### config.mk
export PLATFORM = sky130hd
export DESIGN_NAME = led_shift_out_flat
export DESIGN_NICKNAME = d
export VERILOG_FILES = /design/src/rtl/led_shift_pkg.sv /design/src/rtl/led_shift_out_if.sv /design/src/rtl/led_tick_div.sv /design/src/rtl/led_shift_out.sv /design/src/flat_wrapper.sv
export SDC_FILE = /design/constraint.sdc
export NUM_CORES = 1
export LEC_CHECK = 0
export BUFFER_PORTS_ARGS = -buffer_cell sky130_fd_sc_hd__buf_2
export CELL_PAD_IN_SITES_DETAIL_PLACEMENT = 1
export CELL_PAD_IN_SITES_GLOBAL_PLACEMENT = 1
export CORE_UTILIZATION = 47
export DETAILED_ROUTE_END_ITERATION = 10
export PLACE_DENSITY_LB_ADDON = 0.08
export SLEW_MARGIN = 20
export SYNTH_ARGS = -nofsm -noshare
export SYNTH_HDL_FRONTEND = slang
export SYNTH_HIERARCHICAL = 1
export SYNTH_SLANG_ARGS = --single-unit
### constraint.sdc
create_clock -name CLK -period 2.49 [get_ports CLK]
set_input_delay 0.1245 -clock CLK [delete_from_list [all_inputs] [get_ports CLK]]
set_output_delay 0.1245 -clock CLK [all_outputs]
set_load 0.02 [all_outputs]
### src/rtl/led_shift_pkg.sv
// Shared types and defaults for the LED serial output stage.
// Latency: n/a (declarations only).
// Backpressure: n/a.
//   STATE_W      width of the state encoding
//   state_t      IDLE -> SHIFT_LO -> SHIFT_HI (per bit) -> LATCH -> IDLE
//   DEF_WIDTH    default frame width / led bus width
//   DEF_CLK_DIV  default CLK cycles per sclk half-period and per latch pulse
package led_shift_pkg;

  localparam int STATE_W     = 2;
  localparam int DEF_WIDTH   = 8;
  localparam int DEF_CLK_DIV = 4;

  typedef enum logic [STATE_W-1:0] {
    IDLE     = 2'd0,
    SHIFT_LO = 2'd1,
    SHIFT_HI = 2'd2,
    LATCH    = 2'd3
  } state_t;

endpackage

### src/rtl/led_shift_out_if.sv
// Bundle between the upstream counter/LED block, this stage and the 595 pins.
// Latency: n/a (wires only).
// Backpressure: none; force_req is a one-cycle request, busy/done report status.
//   led_in     parallel LED value (upstream -> stage)
//   force_req  one-cycle resend request (upstream -> stage)
//   busy/done  frame status (stage -> upstream)
//   sclk/sdata/latch  serial pins to the external shift register
interface led_shift_out_if import led_shift_pkg::*; #(
  parameter int WIDTH = DEF_WIDTH
);
  logic [WIDTH-1:0] led_in;
  logic             force_req;
  logic             busy;
  logic             done;
  logic             sclk;
  logic             sdata;
  logic             latch;

  modport master (
    output led_in, force_req,
    input  busy, done, sclk, sdata, latch
  );

  modport slave (
    input  led_in, force_req,
    output busy, done, sclk, sdata, latch
  );
endinterface

### src/rtl/led_tick_div.sv
// Phase timer: down-counter marking the last cycle of each CLK_DIV-cycle phase.
// Latency: tick is high on the CLK_DIV-th cycle after restart drops.
// Backpressure: none; restart holds the counter at its reload value.
//   CLK      in  system clock
//   RST_N    in  async active-low reset
//   restart  in  hold/reload the counter so the next phase starts fresh
//   tick     out high on the final cycle of the current phase
module led_tick_div #(
  parameter int CLK_DIV = 4
) (
  input  logic CLK,
  input  logic RST_N,
  input  logic restart,
  output logic tick
);

  localparam int            CW     = $clog2(CLK_DIV + 1);
  localparam logic [CW-1:0] RELOAD = CW'(CLK_DIV - 1);

  logic [CW-1:0] cnt;

  // Auto-reloads on tick so consecutive phases need no explicit restart.
  always_ff @(posedge CLK or negedge RST_N) begin
    if (!RST_N) begin
      cnt <= RELOAD;
    end else if (restart || (cnt == '0)) begin
      cnt <= RELOAD;
    end else begin
      cnt <= cnt - CW'(1);
    end
  end

  assign tick = (cnt == '0);

endmodule

### src/rtl/led_shift_out.sv
// Serialises the led byte to a 595-style shift register when it changes, on force, or once after reset.
// Latency: frame starts the cycle after the start condition; frame = (2*WIDTH+1)*CLK_DIV cycles, then done.
// Backpressure: led_in is sampled only in IDLE; force_req while busy is remembered for one extra frame.
//   CLK    in   system clock
//   RST_N  in   async active-low reset; abandons any frame in flight
//   bus    slave modport: led_in/force_req in, busy/done/sclk/sdata/latch out (all registered)
module led_shift_out import led_shift_pkg::*; #(
  parameter int WIDTH     = DEF_WIDTH,
  parameter int CLK_DIV   = DEF_CLK_DIV,
  parameter int MSB_FIRST = 1
) (
  input  logic          CLK,
  input  logic          RST_N,
  led_shift_out_if.slave bus
);

  localparam int BW = $clog2(WIDTH);

  state_t            state;
  logic [WIDTH-1:0]  shift_reg;
  logic [WIDTH-1:0]  last_sent;
  logic [WIDTH-1:0]  shifted;
  logic [BW-1:0]     bit_cnt;
  logic              init;
  logic              pending;
  logic              start;
  logic              tick;
  logic              busy_q;
  logic              done_q;
  logic              sclk_q;
  logic              sdata_q;
  logic              latch_q;

  function automatic logic pick(input logic [WIDTH-1:0] v);
    return (MSB_FIRST != 0) ? v[WIDTH-1] : v[0];
  endfunction

  // The divider idles at its reload value, so every phase lasts exactly CLK_DIV cycles.
  led_tick_div #(.CLK_DIV(CLK_DIV)) u_div (
    .CLK     (CLK),
    .RST_N   (RST_N),
    .restart (state == IDLE),
    .tick    (tick)
  );

  assign start   = init | pending | bus.force_req | (bus.led_in != last_sent);
  assign shifted = (MSB_FIRST != 0) ? (shift_reg << 1) : (shift_reg >> 1);

  always_ff @(posedge CLK or negedge RST_N) begin
    if (!RST_N) begin
      state     <= IDLE;
      shift_reg <= '0;
      last_sent <= '0;
      bit_cnt   <= '0;
      init      <= 1'b1;
      pending   <= 1'b0;
      busy_q    <= 1'b0;
      done_q    <= 1'b0;
      sclk_q    <= 1'b0;
      sdata_q   <= 1'b0;
      latch_q   <= 1'b0;
    end else begin
      done_q <= 1'b0;
      // Any number of forces during a frame collapse into one follow-up frame.
      if (state != IDLE && bus.force_req) begin
        pending <= 1'b1;
      end
      case (state)
        IDLE: begin
          if (start) begin
            state     <= SHIFT_LO;
            shift_reg <= bus.led_in;
            last_sent <= bus.led_in;
            init      <= 1'b0;
            pending   <= 1'b0;
            bit_cnt   <= '0;
            busy_q    <= 1'b1;
            sclk_q    <= 1'b0;
            sdata_q   <= pick(bus.led_in);
          end
        end
        SHIFT_LO: begin
          if (tick) begin
            state  <= SHIFT_HI;
            sclk_q <= 1'b1;
          end
        end
        SHIFT_HI: begin
          if (tick) begin
            sclk_q <= 1'b0;
            if (bit_cnt == BW'(WIDTH - 1)) begin
              state   <= LATCH;
              latch_q <= 1'b1;
            end else begin
              state     <= SHIFT_LO;
              bit_cnt   <= bit_cnt + BW'(1);
              shift_reg <= shifted;
              sdata_q   <= pick(shifted);
            end
          end
        end
        LATCH: begin
          if (tick) begin
            state   <= IDLE;
            latch_q <= 1'b0;
            busy_q  <= 1'b0;
            done_q  <= 1'b1;
            sdata_q <= 1'b0;
          end
        end
        default: state <= IDLE;
      endcase
    end
  end

  assign bus.busy  = busy_q;
  assign bus.done  = done_q;
  assign bus.sclk  = sclk_q;
  assign bus.sdata = sdata_q;
  assign bus.latch = latch_q;

endmodule
### src/flat_wrapper.sv
// flat-port wrapper written by rule: the top's interface ports become plain ports
module led_shift_out_flat import led_shift_pkg::*;
#(
  parameter int WIDTH     = DEF_WIDTH,
  parameter int CLK_DIV   = DEF_CLK_DIV,
  parameter int MSB_FIRST = 1
)
  (CLK, RST_N, bus_led_in, bus_force_req, bus_busy, bus_done, bus_sclk, bus_sdata, bus_latch);
  led_shift_out_if #(.WIDTH(WIDTH)) bus_i ();
  input  logic CLK;
  input  logic RST_N;
  input wire logic [$bits(bus_i.led_in)-1:0] bus_led_in;
  input wire logic [$bits(bus_i.force_req)-1:0] bus_force_req;
  output wire logic [$bits(bus_i.busy)-1:0] bus_busy;
  output wire logic [$bits(bus_i.done)-1:0] bus_done;
  output wire logic [$bits(bus_i.sclk)-1:0] bus_sclk;
  output wire logic [$bits(bus_i.sdata)-1:0] bus_sdata;
  output wire logic [$bits(bus_i.latch)-1:0] bus_latch;
  assign bus_i.led_in = bus_led_in;
  assign bus_i.force_req = bus_force_req;
  assign bus_busy = bus_i.busy;
  assign bus_done = bus_i.done;
  assign bus_sclk = bus_i.sclk;
  assign bus_sdata = bus_i.sdata;
  assign bus_latch = bus_i.latch;
  led_shift_out #(.WIDTH(WIDTH), .CLK_DIV(CLK_DIV), .MSB_FIRST(MSB_FIRST)) u_core (.CLK(CLK), .RST_N(RST_N), .bus(bus_i));
endmodule
==> results.py, run 1 <==
metrics = {
    "status": {
        "status": "finished, final reports clean",
    },
    "hold_path": {
        "min_to": "u_core/pending",
        "hp-class": "primary input to flip-flop",
        "holdPathStages": 3,
        "min-delay-start": "bus_force_req",
    },
    "pwr": {
        "power_density_nw_per_um2": 1220,
        "vdd_drop_max_mv": 0.504,
        "total_leakage_power_nw": 0.830,
    },
    "floorplan": {
        "die_area_um2": 3690,
        "dieHeight_um": 60.7,
        "fp.dieW_um": 60.7,
        "core-area_um2": 3150,
        "num_rows": 20,
        "start_util_pct": 51.4,
        "boundaryPins": 16,
    },
    "sta": {
        "fin_skew_ps": 9.46,
        "holdWs_ps": 32.0,
        "min_period_over_period_pct": 89.3,
        "fmax_mhz": 449,
        "finalHoldViolations": 0,
        "finalSetupTns_ps": 0,
        "setup_violations": 0,
        "drv_slew": 0,
        "period_needed_ps": 2220,
        "rsz0062_at_grt": "false",
        "worst_pin_slew_ps": 671,
        "max_slew_margin_pct": 55.3,
    },
    "layout": {
        "drive_above_1_share_pct": 28.0,
        "fin_nets": 177,
        "largest_reg_flops": 8,
        "insertedDiodeCount": 0,
        "syn_to_final_growth_pct": 10.6,
    },
    "worst_setup_path": {
        "cp-end-kind": "flip-flop",
        "reg2regPathDepth": 8,
        "start_kind": "flip-flop",
        "path_class": "flip-flop to flip-flop",
        "crit_path_max_incr_delay_ps": 360,
        "cp.arrival_ps": 2440,
        "rr_endpoint": "u_core/shift_reg[2]",
        "cp_max_fo": 6,
        "critPathTopFamily": "simple AND/OR/NAND/NOR gates",
        "critPathRequiredTime_ps": 2710,
        "crit_chain": "inv_1 -> ha_1 -> nor2b_1 -> inv_2 -> nor2_1 -> mux2i_2 -> nor2_8 -> mux2_4",
        "rrSetupSlack_ps": 270,
        "path_buf_inv": 2,
        "cpMaxStageDelayCell": "dfstp_2",
        "reg2reg_from": "u_core/u_div/cnt[0]",
    },
    "clocking": {
        "root_buffer": "clkbuf_4",
        "postCtsSetupRepairBufs": 0,
        "cts_tree": "yes",
        "hold_buffers": 1,
        "clkTransAtPathRegs_ps": 80,
        "ctsHtreeMaxLevel": 2,
        "clock_path_buffers": 2,
        "cts_buffers": 5,
        "cts_sinks": 30,
        "clk_latency_ps": 330,
        "post_cts_resized": 0,
    },
    "placement": {
        "dp_hpwl_um": 2250,
        "io_buffer_count": 15,
        "place_congestion": 0.718,
    },
    "routing": {
        "wl_um": 3110,
        "dr.pass1.iters": 4,
        "viasPerCell": 5.45,
        "drt_iter0_markers": 32,
        "postRouteAntennaNets": 0,
        "route.detailed.drc": 0,
        "via_count": 1096,
        "routedWlPerCell_um": 15.5,
    },
    "global_route": {
        "grt_pass1_vias": 1148,
        "grt_max_degree": 31,
        "grt_antenna_before_repair": 0,
        "grt_pass1_wl_um": 5350,
        "track_usage_pct": 20.3,
        "grt-ovfl-total": 0,
    },
    "synth": {
        "synth_common_cells": "27 x dfrtp_1, 9 x ha_1, 9 x inv_1",
        "syn_area_um2": 1620,
        "synth.distinct_cells": 44,
        "synth.most_common_cell": "dfrtp_1",
        "ys_top_cells_by_area": "dfrtp_1 42%, ha_1 6.9%, mux2_1 5.6%",
        "synth_seq_area_share_pct": 46.5,
        "synthArstFlopShare_pct": 100,
        "ys.flop_type": "dfrtp_1",
        "synth_top_area_share_pct": 41.7,
        "syn_area_per_cell_um2": 11.9,
        "syn_inst": 136,
        "ys_warn_count": 6,
        "ys_seq_elements": 30,
        "synth_edf_count": 0,
        "synth_area_leader_cell": "dfrtp_1",
        "syn_nets": 156,
    },
    "run": {
        "drv_cap": 0,
    },
}
==> worst register-to-register path: stages (launching register included) <==
cell     delay (ps)
dfstp_2         360
inv_1            80
ha_1            160
nor2b_1         330
inv_2           120
nor2_1          270
mux2i_2         240
nor2_8          240
mux2_4          320
==> per-layer routing <==
metal	wire length, µm	track usage, %	up-vias
met4	55	10.7	0
met3	103	3.84	10
met1	1370	24.5	540
met5	0	0	-
li1	-	-	522
met2	1580	34.2	24
==> per-stage QoR <==
stage               total power [mW]  util, %  cells  cell area, µm²  setup slack [ps]
floorplan                       1.68        -    136            1620               510
global placement                1.88     55.2    193            1740               390
detailed placement              1.94     55.2    193            1740               284
CTS                             2.21     56.9    201            1790               275
global route                    2.37     56.9    201            1790              6.97
finish                          2.19     56.9    201            1790               265
==> worst max path at each step <==
| stage | slack [ps] | depth (start not counted) | to | from |
|---|---|---|---|---|
| 6_report | 270 | 8 | u_core/shift_reg[2] | u_core/u_div/cnt[0] |
| 5_1_grt | 7 | 8 | u_core/shift_reg[2] | u_core/u_div/cnt[0] |
| 4_1_cts | 280 | 8 | u_core/shift_reg[2] | u_core/u_div/cnt[0] |
| 3_5_place_dp | 280 | 8 | u_core/shift_reg[2] | u_core/u_div/cnt[0] |
| 3_3_place_gp | 390 | 8 | u_core/shift_reg[2] | u_core/u_div/cnt[0] |
| 2_1_floorplan | 510 | 8 | u_core/shift_reg[1] | u_core/u_div/cnt[0] |
==> logic make-up after synthesis <==
family	share of synthesized area, %
multiplexers	16.0
adder cells (fa/ha/maj)	6.94
AND/OR/NAND/NOR	10.9
XOR/XNOR	3.24
buffers and inverters	4.47
flip-flops	46.5
AO/OA/AOI/OAI	11.9
==> placed cells by master (no fill, tap or decap), types with 2 or more instances in the layout <==
master / count
a21oi_1: 2
buf_2: 15
buf_4: 3
clkbuf_1: 2
clkbuf_4: 5
dfrtp_1: 27
dfstp_2: 3
ha_1: 9
inv_1: 9
mux2_1: 8
mux2_2: 5
mux2_4: 6
nand2_1: 6
nand2b_1: 2
nor2_1: 8
nor3_1: 3
o21ai_0: 2
o21ai_1: 4
o31ai_1: 5
or3b_1: 2
xor2_1: 6
==> final cells by class <==
class | count | area, µm²
fillers | 365 | 1360
multi-input cells | 91 | 795
flip-flops and latches | 30 | 754
repair buffers | 19 | 108
well taps | 44 | 55.1
clock buffers | 7 | 45.0
inverters | 10 | 37.5
==> where the power goes <==
| part | switching (mW) | internal, mW |
|---|---|---|
| logic | 0.554 | 0.529 |
| clock network | 0.158 | 0.106 |
| registers | 0.133 | 0.711 |
No activity file was read; power rests on OpenSTA's default activity.
==> inputs of run 2 (changes only) <==
Settings changed: CORE_ASPECT_RATIO set to 0.75, SETUP_SLACK_MARGIN set to 0.4.
==> results.py, run 2 (synthesis gave the netlist of run 1 again) <==
metrics = {
    "pwr": {
        "combinationalPowerShare_pct": 46.1,
        "p_sw_share_pct": 37.3,
        "total_leakage_power_nw": 0.865,
        "vdd_drop_max_mv": 0.643,
        "p_sw_mw": 0.915,
        "clockPowerShare_pct": 19.1,
        "power_density_nw_per_um2": 1310,
        "internal_power_mw": 1.54,
        "p_seq_share_pct": 34.8,
    },
    "sta": {
        "min_period_over_period_pct": 78.5,
        "finalSetupTns_ps": 0,
        "max_slew_margin_pct": 53.0,
        "setup_violations": 0,
        "worst_pin_slew_ps": 705,
        "fmax_mhz": 512,
        "finalWorstSetupSlack_ps": 535,
        "rsz0062_at_grt": "false",
        "drv_slew": 0,
        "finalHoldViolations": 0,
        "period_needed_ps": 1950,
        "fin_skew_ps": 4.05,
    },
    "layout": {
        "fin_nets": 177,
        "final_cell_mix": "27 x dfrtp_1, 15 x buf_2, 9 x inv_1, 9 x ha_1",
        "final_core_util_pct": 57.0,
        "syn_to_final_growth_pct": 15.7,
        "layout_commonest_cell": "dfrtp_1",
        "drive_above_1_share_pct": 31.6,
        "fillCellCount": 354,
        "largest_reg_flops": 8,
        "insertedDiodeCount": 0,
        "final_area_um2": 1880,
    },
    "clocking": {
        "clock_path_buffers": 2,
        "cts_buffers": 5,
        "clkTransAtPathRegs_ps": 70,
        "postCtsSetupRepairBufs": 0,
        "cts_sinks": 30,
        "ctsHtreeMaxLevel": 2,
        "clk_latency_ps": 290,
        "root_buffer": "clkbuf_8",
        "cts_tree": "yes",
    },
    "worst_setup_path": {
        "cp.arrival_ps": 2130,
        "cp-end-kind": "flip-flop",
        "crit_chain": "inv_1 -> ha_1 -> nor2b_4 -> inv_2 -> nor2_2 -> mux2i_4 -> nor2_8 -> mux2_4",
        "path_class": "flip-flop to flip-flop",
        "start_kind": "flip-flop",
        "cpMaxStageDelayCell": "dfstp_2",
        "crit_path_max_incr_delay_ps": 510,
        "cp_max_fo": 6,
        "critPathRequiredTime_ps": 2670,
    },
    "placement": {
        "dp_worst_setup_slack_ps": 248,
        "place_congestion": 0.753,
        "io_buffer_count": 15,
        "dp_hpwl_um": 2450,
        "placed_cell_area_um2": 1730,
    },
    "floorplan": {
        "die_area_um2": 3690,
        "num_rows": 18,
        "core-area_um2": 3290,
        "start_util_pct": 49.3,
        "dieHeight_um": 52.9,
        "fp.dieW_um": 69.8,
        "boundaryPins": 16,
    },
    "global_route": {
        "grt_pass1_vias": 1099,
        "grt_antenna_before_repair": 0,
        "grt-ovfl-total": 0,
        "grt_pass1_wl_um": 5800,
        "track_usage_pct": 22.0,
        "grt_max_degree": 31,
    },
    "routing": {
        "wl_um": 3440,
        "drt_iter0_markers": 63,
        "viasPerCell": 5.64,
        "routedWlPerCell_um": 17.4,
        "via_count": 1117,
        "postRouteAntennaNets": 0,
        "dr.pass1.iters": 4,
        "route.detailed.drc": 0,
    },
    "run": {
        "drv_cap": 0,
    },
    "hold_path": {
        "hp-class": "primary input to flip-flop",
    },
    "status": {
        "status": "finished, final reports clean",
    },
}
==> run 2: repair_timing <==
item                                   4_1_cts  5_1_grt
gates cloned                                 0        0
resized for setup                            4        2
endpoints found under the hold margin       27        0
setup endpoints to repair                   10        6
hold buffers                                 1        0
==> run 2: power by group through the flow <==
| stage | clock network [mW] | registers (mW) | logic, mW |
|---|---|---|---|
| CTS | 0.481 | 0.854 | 1.13 |
| floorplan | 0 | 0.841 | 0.837 |
| detailed placement | 0 | 0.860 | 1.10 |
| global placement | 0 | 0.844 | 1.05 |
| global route | 0.503 | 0.882 | 1.25 |
| finish | 0.469 | 0.854 | 1.13 |
==> run 2: stage by stage <==
step / power [mW] / std cells / hold WS (ps)
after floorplan: 1.68 / 136 / -171
after global placement: 1.89 / 189 / 193
after detailed placement: 1.96 / 189 / 206
after CTS: 2.46 / 198 / 59.5
after global routing: 2.63 / 198 / 88.8
final: 2.45 / 198 / 70.2
==> run 2: worst paths after layout <==
kind                                     start  slack [ps]  depth (start not counted)                  end
max                        u_core/u_div/cnt[0]         540                          8  u_core/shift_reg[3]
min                              bus_force_req          70                          3       u_core/pending
max reg2reg                u_core/u_div/cnt[0]         540                          8  u_core/shift_reg[3]
min reg2reg                        u_core/init         470                          2          u_core/init
max in group asynchronous                RST_N        1620                          2  u_core/shift_reg[6]
min in group asynchronous                RST_N         420                          2       u_core/pending
==> run 2: routing by layer <==
metal  routed length [µm]  share of wire [%]  track usage [%]  vias up
met1                 1760                 51             30.7      572
met2                 1510                 44             32.2       13
li1                     -                  -                -      527
met5                    0                  0                0        -
met3                  123                3.6             8.19        5
met4                   42                1.2             6.00        0
==> run 2: critical path: cells and delay by family (launching register included) <==
family	cells	cell delay, ps
flops	1	510
buf+inv	2	160
simple gates	3	340
mux	2	620
fa+ha+maj	1	210
==> run 2: final cells by class <==
cell class / instances / area [µm²] / area share (%)
clock buffer: 8 / 110 / 5.87
tap: 40 / 50.0 / 2.67
multi-input combinational: 91 / 816 / 43.5
sequential: 30 / 754 / 40.2
inverter: 10 / 37.5 / 2.00
timing repair buffer: 19 / 108 / 5.74
